**config.mk**
```make
export PLATFORM = sky130hd
export DESIGN_NAME = linear_proj_out_writer_flat
export DESIGN_NICKNAME = d
export VERILOG_FILES = /design/src/rtl/linear_proj_out_writer_if.sv /design/src/rtl/linear_proj_out_writer.sv /design/src/flat_wrapper.sv
export SDC_FILE = /design/constraint.sdc
export NUM_CORES = 2
export LEC_CHECK = 0
export ABC_AREA = 0
export CAP_MARGIN = 15
export CORE_AREA = 5 5 450 452
export DETAILED_ROUTE_END_ITERATION = 8
export DIE_AREA = 0 0 455 457
export SLEW_MARGIN = 15
export SYNTH_ARGS = -nofsm -noshare
export SYNTH_HDL_FRONTEND = slang
export SYNTH_SLANG_ARGS = --single-unit
```
**constraint.sdc**
```tcl
create_clock -name clk -period 3.15 [get_ports clk]
set_clock_uncertainty 0.05 [all_clocks]
set_input_delay 0.7875 -clock clk [delete_from_list [all_inputs] [get_ports clk]]
set_output_delay 0.7875 -clock clk [all_outputs]
set_load 0.03 [all_outputs]
```
**src/rtl/linear_proj_out_writer_if.sv**
```systemverilog
// Result-beat stream into the output writer plus the output BRAM write port it drives.
// Handshake: a beat transfers on a rising clk edge where in_valid && in_ready; in_data must be stable while in_valid is high, and in_ready never depends combinationally on in_valid.
interface linear_proj_out_writer_if #(
    parameter int IN_W    = 1024,
    parameter int SLICE_W = 128,
    parameter int ADDR_W  = 3
);
    logic               in_valid;
    logic               in_ready;
    logic [IN_W-1:0]    in_data;
    logic               bram_we;
    logic [ADDR_W-1:0]  bram_addr;
    logic [SLICE_W-1:0] bram_din;

    modport master (output in_valid, output in_data, input in_ready,
                    input bram_we, input bram_addr, input bram_din);
    modport slave  (input in_valid, input in_data, output in_ready,
                    output bram_we, output bram_addr, output bram_din);
endinterface

```
**src/rtl/linear_proj_out_writer.sv**
```systemverilog
// Captures one result beat per output tile of C and writes its slices, one per cycle,
// to the output BRAM at row-major addresses; pulses done after the last tile.
module linear_proj_out_writer #(
    parameter int WIDTH_OUT      = 16,
    parameter int CHUNK_SIZE     = 4,
    parameter int NUM_CORES_A    = 2,
    parameter int NUM_CORES_B    = 1,
    parameter int TOTAL_INPUT_W  = 2,
    parameter int TOTAL_MODULES  = 4,
    parameter int ROW_SIZE_MAT_C = 1,
    parameter int COL_SIZE_MAT_C = 1
) (
    input  logic                    clk,
    input  logic                    rst_n,
    input  logic                    start,
    output logic                    busy,
    output logic                    done,
    output logic [1:0]              dbg_state,
    linear_proj_out_writer_if.slave bus
);
    localparam int SLICE_W  = WIDTH_OUT * CHUNK_SIZE * NUM_CORES_A * NUM_CORES_B;
    localparam int N_SLICE  = TOTAL_INPUT_W * TOTAL_MODULES;
    localparam int MAX_FLAG = ROW_SIZE_MAT_C * COL_SIZE_MAT_C;
    localparam int ADDR_W   = ($clog2(MAX_FLAG * N_SLICE) > 1) ? $clog2(MAX_FLAG * N_SLICE) : 1;
    localparam int IN_W     = N_SLICE * SLICE_W;
    localparam int RW = (ROW_SIZE_MAT_C > 1) ? $clog2(ROW_SIZE_MAT_C) : 1;
    localparam int CW = (COL_SIZE_MAT_C > 1) ? $clog2(COL_SIZE_MAT_C) : 1;
    localparam int WW = (TOTAL_INPUT_W > 1) ? $clog2(TOTAL_INPUT_W) : 1;
    localparam int MW = (TOTAL_MODULES > 1) ? $clog2(TOTAL_MODULES) : 1;

    localparam logic [RW-1:0] R_LAST = RW'(ROW_SIZE_MAT_C - 1);
    localparam logic [CW-1:0] C_LAST = CW'(COL_SIZE_MAT_C - 1);
    localparam logic [WW-1:0] W_LAST = WW'(TOTAL_INPUT_W - 1);
    localparam logic [MW-1:0] M_LAST = MW'(TOTAL_MODULES - 1);

    typedef enum logic [1:0] {IDLE, WAIT, WRITE, DONE} state_t;

    state_t              state, state_n;
    logic [RW-1:0]       row, row_n;
    logic [CW-1:0]       col, col_n;
    logic [WW-1:0]       w, w_n;
    logic [MW-1:0]       m, m_n;
    logic [IN_W-1:0]     cap, cap_n;
    logic                rdy_q, rdy_n, we_q, we_n, busy_q, busy_n, done_q, done_n;
    logic [ADDR_W-1:0]   addr_q, addr_n;
    logic [SLICE_W-1:0]  din_q, din_n;
    int                  sel;

    function automatic logic [ADDR_W-1:0] calc_addr(input int r, input int c,
                                                    input int ww, input int mm);
        int a;
        a = (r * TOTAL_INPUT_W + ww) * (COL_SIZE_MAT_C * TOTAL_MODULES) + c * TOTAL_MODULES + mm;
        return ADDR_W'(a);
    endfunction

    // Outputs are registered, so each cycle computes the write that appears next cycle.
    always_comb begin
        state_n = state;
        row_n   = row;
        col_n   = col;
        w_n     = w;
        m_n     = m;
        cap_n   = cap;
        rdy_n   = rdy_q;
        we_n    = 1'b0;
        busy_n  = busy_q;
        done_n  = 1'b0;
        addr_n  = addr_q;
        din_n   = din_q;
        sel     = 0;
        case (state)
            IDLE: begin
                if (start) begin
                    state_n = WAIT;
                    row_n   = '0;
                    col_n   = '0;
                    rdy_n   = 1'b1;
                    busy_n  = 1'b1;
                end
            end
            WAIT: begin
                if (bus.in_valid && rdy_q) begin
                    cap_n   = bus.in_data;
                    state_n = WRITE;
                    w_n     = '0;
                    m_n     = '0;
                    rdy_n   = 1'b0;
                    we_n    = 1'b1;
                    addr_n  = calc_addr(int'(row), int'(col), 0, 0);
                    din_n   = bus.in_data[SLICE_W-1:0];
                end
            end
            WRITE: begin
                if (w == W_LAST && m == M_LAST) begin
                    if (row == R_LAST && col == C_LAST) begin
                        state_n = DONE;
                        done_n  = 1'b1;
                        row_n   = '0;
                        col_n   = '0;
                    end else begin
                        state_n = WAIT;
                        rdy_n   = 1'b1;
                        if (col == C_LAST) begin
                            col_n = '0;
                            row_n = row + RW'(1);
                        end else begin
                            col_n = col + CW'(1);
                        end
                    end
                end else begin
                    if (m == M_LAST) begin
                        m_n = '0;
                        w_n = w + WW'(1);
                    end else begin
                        m_n = m + MW'(1);
                    end
                    sel    = int'(w_n) * TOTAL_MODULES + int'(m_n);
                    we_n   = 1'b1;
                    addr_n = calc_addr(int'(row), int'(col), int'(w_n), int'(m_n));
                    din_n  = cap[sel*SLICE_W +: SLICE_W];
                end
            end
            DONE: begin
                state_n = IDLE;
                busy_n  = 1'b0;
            end
            default: state_n = IDLE;
        endcase
    end

    always_ff @(posedge clk or negedge rst_n) begin
        if (!rst_n) begin
            state  <= IDLE;
            row    <= '0;
            col    <= '0;
            w      <= '0;
            m      <= '0;
            cap    <= '0;
            rdy_q  <= 1'b0;
            we_q   <= 1'b0;
            busy_q <= 1'b0;
            done_q <= 1'b0;
            addr_q <= '0;
            din_q  <= '0;
        end else begin
            state  <= state_n;
            row    <= row_n;
            col    <= col_n;
            w      <= w_n;
            m      <= m_n;
            cap    <= cap_n;
            rdy_q  <= rdy_n;
            we_q   <= we_n;
            busy_q <= busy_n;
            done_q <= done_n;
            addr_q <= addr_n;
            din_q  <= din_n;
        end
    end

    assign bus.in_ready  = rdy_q;
    assign bus.bram_we   = we_q;
    assign bus.bram_addr = addr_q;
    assign bus.bram_din  = din_q;
    assign busy          = busy_q;
    assign done          = done_q;
    assign dbg_state     = state;
endmodule

```
**src/flat_wrapper.sv**
```systemverilog
// flat-port wrapper written by rule: the top's interface ports become plain ports
module linear_proj_out_writer_flat 
#(
    parameter int WIDTH_OUT      = 16,
    parameter int CHUNK_SIZE     = 4,
    parameter int NUM_CORES_A    = 2,
    parameter int NUM_CORES_B    = 1,
    parameter int TOTAL_INPUT_W  = 2,
    parameter int TOTAL_MODULES  = 4,
    parameter int ROW_SIZE_MAT_C = 1,
    parameter int COL_SIZE_MAT_C = 1
)
  (clk, rst_n, start, busy, done, dbg_state, bus_in_valid, bus_in_data, bus_in_ready, bus_bram_we, bus_bram_addr, bus_bram_din);
  linear_proj_out_writer_if bus_i ();
  input  logic clk;
  input  logic rst_n;
  input  logic start;
  output logic busy;
  output logic done;
  output logic [1:0] dbg_state;
  input wire logic [$bits(bus_i.in_valid)-1:0] bus_in_valid;
  input wire logic [$bits(bus_i.in_data)-1:0] bus_in_data;
  output wire logic [$bits(bus_i.in_ready)-1:0] bus_in_ready;
  output wire logic [$bits(bus_i.bram_we)-1:0] bus_bram_we;
  output wire logic [$bits(bus_i.bram_addr)-1:0] bus_bram_addr;
  output wire logic [$bits(bus_i.bram_din)-1:0] bus_bram_din;
  assign bus_i.in_valid = bus_in_valid;
  assign bus_i.in_data = bus_in_data;
  assign bus_in_ready = bus_i.in_ready;
  assign bus_bram_we = bus_i.bram_we;
  assign bus_bram_addr = bus_i.bram_addr;
  assign bus_bram_din = bus_i.bram_din;
  linear_proj_out_writer #(.WIDTH_OUT(WIDTH_OUT), .CHUNK_SIZE(CHUNK_SIZE), .NUM_CORES_A(NUM_CORES_A), .NUM_CORES_B(NUM_CORES_B), .TOTAL_INPUT_W(TOTAL_INPUT_W), .TOTAL_MODULES(TOTAL_MODULES), .ROW_SIZE_MAT_C(ROW_SIZE_MAT_C), .COL_SIZE_MAT_C(COL_SIZE_MAT_C)) u_core (.clk(clk), .rst_n(rst_n), .start(start), .busy(busy), .done(done), .dbg_state(dbg_state), .bus(bus_i));
endmodule
```
[After elaboration in Yosys (flattened, before gate mapping)]
Index checks and enable logic that the tools add are counted.
Word-level totals
  flip-flop bits (word level): 1166
  latch bits: 0
  memory bits (writable): 0
  ROM bits: 0
  input bits: 1028
  output and inout bits: 137
  logic and storage cells: 92
  memories: 0
Operators by class
  add/subtract/negate cells: 9
  multipliers: 0
  div/mod/pow operators: 0
  magnitude comparators: 0
  equality and inequality tests: 10
  shift operators: 1
  muxes and demuxes: 43
  bitwise logic cells: 2
  reduce and logical (&&, ||, !) cells: 15
Operators by type and width (count)
  $shiftx A1024 B32 Y128: 1
  $mux W128: 2
  $pmux W128 S2: 1
  $mux W1: 20
  $mux W2: 9
  $pmux W1 S2: 5
  $reduce_and A3 Y1: 3
  $pmux W2 S4: 1
  $add A3 B3 Y3: 2
  $eq A2 B2 Y1 const B: 3
  $mux W3: 2
  $ne A2 B2 Y1 const B: 3
  $pmux W3 S2: 1
  $reduce_bool A2 Y1: 3
  $reduce_and A5 Y1: 1
  $add A3 B2 Y4: 1
  $ne A2 B1 Y1 const B: 2
  $pmux W2 S2: 1
  $reduce_and A2 Y1: 2
  $reduce_and A4 Y1: 1
  $add A1 B1 Y1 const B: 3
  $add A1 B3 Y3 const A: 1
  $logic_and A1 B1 Y1: 3
  $ne A3 B3 Y1 const B: 1
  7 further kinds: 8

[Logic depth before layout (Yosys ltp)]
  depth in word-level cells: 9
  depth in mapped cells: 9
  depth with buffers taken out: 6

[Least setup slack after synthesis]
No wires, ideal clock.
  kind: register -> register
  start point: reg, netlist name u_core.bus.bram_addr[0]
  end point: reg u_core.din_q[50], in the netlist u_core.bus.bram_din[50]
  setup time: 135 ps
  arrival: 2256 ps
  required time: 2965 ps
  setup slack: 709 ps
  stages on the path, launching flop included: 10
  buffers on the path: 3
  clock period less this slack: 2441 ps
  cell sequence: dfrtp_1 ha_1 ha_1 buf_2 buf_2 buf_2 mux2i_1 o22ai_1 a311oi_1 o31ai_1
RTL lines
  end signal: assignment: line linear_proj_out_writer.sv:157  | din_q <= din_n;
  end: declaration: line linear_proj_out_writer.sv:46  | logic [SLICE_W-1:0] din_q, din_n;

[Worst setup path in the final report]
  start point: reg u_core.din_q[3], in the netlist u_core.bus.bram_din[3]
  end point: out bus_bram_din[3]
RTL lines
  end: declaration: line flat_wrapper.sv:26  | output wire logic [$bits(bus_i.bram_din)-1:0] bus_bram_din;
No word-level cell between the ends.

==> metrics.md <==
| Metric | Value |
|---|---|
| Yosys synthesis warning count | 0 |
| Top Ports | about 1200 |
| Wire length of the first global-routing pass | just under 300000 um |
| Result of the run | finished clean |
| Total number of placement rows | 164 |
| Final antenna-violating net count | 0 |
| Syn Std Cell Area | 52500 sq um |
| Largest buffer count on any clock path | 3 |
| Crit path kind | flip-flop to output pin |
| Least setup slack across all paths after layout | roughly 0.26 ns |
| Overall overflow remaining after global route | 0 |
| Largest net degree at the start of global routing | 120 |
| Final instance count without filler cells | 7720 |
| Max-cap check violation count | 0 |
| Overall routing resource usage | 19.9% |
| CP Launch Type | flip-flop |
| Ratio of total power to cell area | 989 nW/um^2 |
| Total number of vias | 37400 |
| Largest voltage drop on the vdd net | 528 uV |
| Syn Inst Count | 3688 |
| CTS tree | yes |
| Post-detailed-placement half-perimeter wirelength | 165000 um |
| Height of the die | 457 um |
| Final Cycle Share | 91.7% |
| Sum Neg Setup Slack | 0 ns |
| Top cell types by occurrence after synthesis | sky130_fd_sc_hd__dfrtp_1, sky130_fd_sc_hd__mux2_2, sky130_fd_sc_hd__mux2_1, sky130_fd_sc_hd__mux2i_1, sky130_fd_sc_hd__buf_2 |
| Fraction of synthesis flops using an asynchronous set or reset pin | 100% |
| Classification of the worst-slack hold path | flip-flop to flip-flop |
| Least-Margin Pin Slew | 0.978 ns |
| WL/cell | roughly 28 um |
| Total nets after synthesis | 4723 |
| Hold Path End | u_core.bus.bram_din[22]$_DFFE_PN0P_ |
| Clock period minus worst slack | 2.89 ns |
| H-tree depth reported by CTS | 4 |
| Placed instance count | 7408 |
| Start point of the worst hold path | u_core.bus.bram_din[22]$_DFFE_PN0P_ |
| Reg-to-reg startpoint | u_core.bus.bram_addr[0]$_DFFE_PN0P_ |
| Root buf cell | sky130_fd_sc_hd__clkbuf_16 |
| CTS clk-pin slew, worst paths | about 0.06 ns |
| Placement Setup Slack | 0.309 ns |
| Dominant register cell in the synthesized netlist | sky130_fd_sc_hd__dfrtp_1 |
| Post-synth EDFFs | 0 |
| Buffer and inverter count on the worst path | 1 |
| Worst setup slack for register-to-register paths | 0.33 ns |
| Top post-synthesis cells by area | sky130_fd_sc_hd__dfrtp_1, sky130_fd_sc_hd__mux2_2, sky130_fd_sc_hd__mux2_1 |
| Number of I/O port buffers | 1164 |
| Fill count | 19200 |
| Setup repair after global routing missed its margin | false |
| Worst hold margin | 0.424 ns |
| Seq cells post-synth | roughly 1200 |
| CTS sink count | 1161 |
| Area growth from synthesis to layout | 39.3% |
| Crit path arrival time | around 2.1 ns |
| Worst slew margin relative to its limit | 34.8% |
| Kind of end point of the critical path | output pin |
| Final setup violation count | 0 |
| Antenna violations before repair | 123 |
| Area enclosed by the die boundary | a little over 200000 sq um |
| Post-synth top area share | 55.4% |
| Number of violations reported at the end of detailed-routing iteration 0 | around 2300 |
| Clock latency reported for the late side of the worst-skew pair | 0.77 ns |
| Largest delay contributor family on the critical path | buffers and inverters |
| Number of hold-slack violations in the final timing report | 0 |
| Avg Inst Size Synth | 14.2 sq um |
| Final non-filler cell area | 73100 sq um |
| Nets | 5929 |
| Distinct cell type count after synthesis | 44 |
| FF-to-FF End | u_core.bus.bram_din[123]$_DFFE_PN0P_ |
| Min-Delay Path Depth | 1 |
| Number of global-route vias before repair | 39300 |
| Maximum single-stage delay on the critical path | 0.78 ns |
| Post-route DRC violation count | 0 |
| Final GP Congestion | ~0.92 |
| Fraction of layout instances using a drive strength above 1 | between 20 and 25% |
| Core Footprint | slightly below 200000 sq um |
| Iteration count of the initial detailed-routing pass | 5 |
| Die width | 455 um |
| TritonCTS buffer count | 139 |
| Most numerous cell in the Yosys netlist | sky130_fd_sc_hd__dfrtp_1 |
| Required time of the critical path | 2.31 ns |
| CP max stage cell | sky130_fd_sc_hd__clkdlybuf4s50_1 |
| Worst Reg2Reg Path Length in Cells | 7 |
| Top cell type by total area after synthesis | sky130_fd_sc_hd__dfrtp_1 |
| Area after DPL | 68300 sq um |
| Max-slew violation count | 0 |
| Part of the Yosys area used for sequential elements | between 50 and 60% |
| Fmax | 0.346 GHz |
| Routed vias/inst | about 4.8 |
| Initial cell density of the core | 26.4% |
| Routed Wire Length | 213000 um |
| Largest fanout on the critical path | 3 |
| Pleak | between 0.02 and 0.03 uW |
| CP cell instances | clkdlybuf4s50_1 |
==> state kept, by name, indices dropped and copies added (netlist names) <==
name                  cells
u_core.bus.in_ready       1
u_core.bus.bram_din     128
u_core.cap             1024
u_core.bus.bram_we        1
u_core.w                  1
u_core.done               1
u_core.busy               1
u_core.dbg_state          2
u_core.bus.bram_addr      2
==> final cells by class <==
type | count | area [sq um] | share of cell area, %
antenna | 59 | 148 | 0.202
clock buffer | 215 | 4140 | 5.67
tap | 2656 | 3320 | 4.55
multi-input combinational | 2163 | 21700 | 29.7
timing repair buffer | 1365 | 14000 | 19.2
clock inverter | 37 | 437 | 0.598
inverter | 64 | 243 | 0.332
sequential | 1161 | 29100 | 39.8
==> how the worst max path moves through the flow <==
stage	start	to	slack, ns	cells past startpoint
floorplan	u_core.bus.bram_addr[0]$_DFFE_PN0P_	u_core.bus.bram_din[50]$_DFFE_PN0P_	0.71	9
global placement	u_core.bus.bram_addr[0]$_DFFE_PN0P_	u_core.bus.bram_din[102]$_DFFE_PN0P_	0.26	5
finish	u_core.bus.bram_din[3]$_DFFE_PN0P_	bus_bram_din[3]	0.26	1
detailed placement	u_core.bus.bram_addr[0]$_DFFE_PN0P_	u_core.bus.bram_din[123]$_DFFE_PN0P_	0.31	7
global route	u_core.bus.bram_din[25]$_DFFE_PN0P_	bus_bram_din[25]	0.13	1
CTS	u_core.bus.bram_din[25]$_DFFE_PN0P_	bus_bram_din[25]	0.12	1
==> placed cells by master, fill, tap and decap left out, types with 8 or more instances in the layout <==
| master | synthesis | routed |
|---|---|---|
| sky130_fd_sc_hd__clkdlybuf4s50_1 | 0 | 1160 |
| sky130_fd_sc_hd__dfrtp_1 | 1161 | 1160 |
| sky130_fd_sc_hd__mux2_2 | 569 | 569 |
| sky130_fd_sc_hd__mux2_1 | 456 | 456 |
| sky130_fd_sc_hd__mux2i_1 | 201 | 201 |
| sky130_fd_sc_hd__clkbuf_16 | 0 | 143 |
| sky130_fd_sc_hd__buf_4 | 16 | 132 |
| sky130_fd_sc_hd__nor2_1 | 128 | 128 |
| sky130_fd_sc_hd__mux4_2 | 124 | 124 |
| sky130_fd_sc_hd__nand2_1 | 80 | 80 |
| sky130_fd_sc_hd__buf_12 | 0 | 71 |
| sky130_fd_sc_hd__inv_1 | 63 | 63 |
| sky130_fd_sc_hd__a211o_1 | 63 | 63 |
| sky130_fd_sc_hd__o22ai_1 | 63 | 63 |
| sky130_fd_sc_hd__a311oi_1 | 63 | 63 |
| sky130_fd_sc_hd__o31ai_1 | 63 | 63 |
| sky130_fd_sc_hd__a211oi_1 | 62 | 62 |
| sky130_fd_sc_hd__a21o_1 | 62 | 62 |
| sky130_fd_sc_hd__diode_2 | 0 | 59 |
| sky130_fd_sc_hd__o21ai_0 | 58 | 58 |
| sky130_fd_sc_hd__nor2b_1 | 53 | 53 |
| sky130_fd_sc_hd__o311ai_0 | 53 | 52 |
| sky130_fd_sc_hd__clkbuf_1 | 87 | 43 |
| sky130_fd_sc_hd__clkbuf_8 | 0 | 29 |
| sky130_fd_sc_hd__clkinv_2 | 0 | 15 |
| sky130_fd_sc_hd__o21ai_1 | 12 | 12 |
| sky130_fd_sc_hd__o311ai_1 | 7 | 8 |
| sky130_fd_sc_hd__clkinv_8 | 0 | 8 |
==> metal layers <==
layer  vias up  track usage (%)  wire (um)
met5         -                0        464
met4        72             7.40       6950
met3       344             6.09      16400
met2      1262             32.0     101000
met1     19500             25.3      87700
li1      16200                -          -
==> power breakdown <==
group,total [uW],leakage [uW],internal (uW),switching (uW)
clock network,16100,0.00224,9440,6620
logic,29000,0.0139,14900,14100
registers,27100,0.0139,22700,4450
==> metrics by stage <==
step | total power [uW] | util [%]
4_1_cts | 73000 | 36.7
3_5_place_dp | 56600 | 34.4
3_3_place_gp | 55800 | 34.4
5_1_grt | 76300 | 36.8
2_1_floorplan | 44800 | -
6_report | 72300 | 36.8
==> what timing repair did <==
item / 4_1_cts / 5_1_grt
hold buffers: 1 / 0
setup buffers: 0 / 0
resized for setup: 1 / 0
endpoints found under the setup margin: 1 / 0
endpoints found under the hold margin: 58 / 0
==> kinds of logic after synthesis <==
| group | synth area share (%) |
|---|---|
| mux | 31.2 |
| simple gates | 2.39 |
| fa+ha+maj | 0.167 |
| compound gates | 7.48 |
| flops | 55.4 |
| buf+inv | 3.42 |
Power figures use the tool's default switching activity.
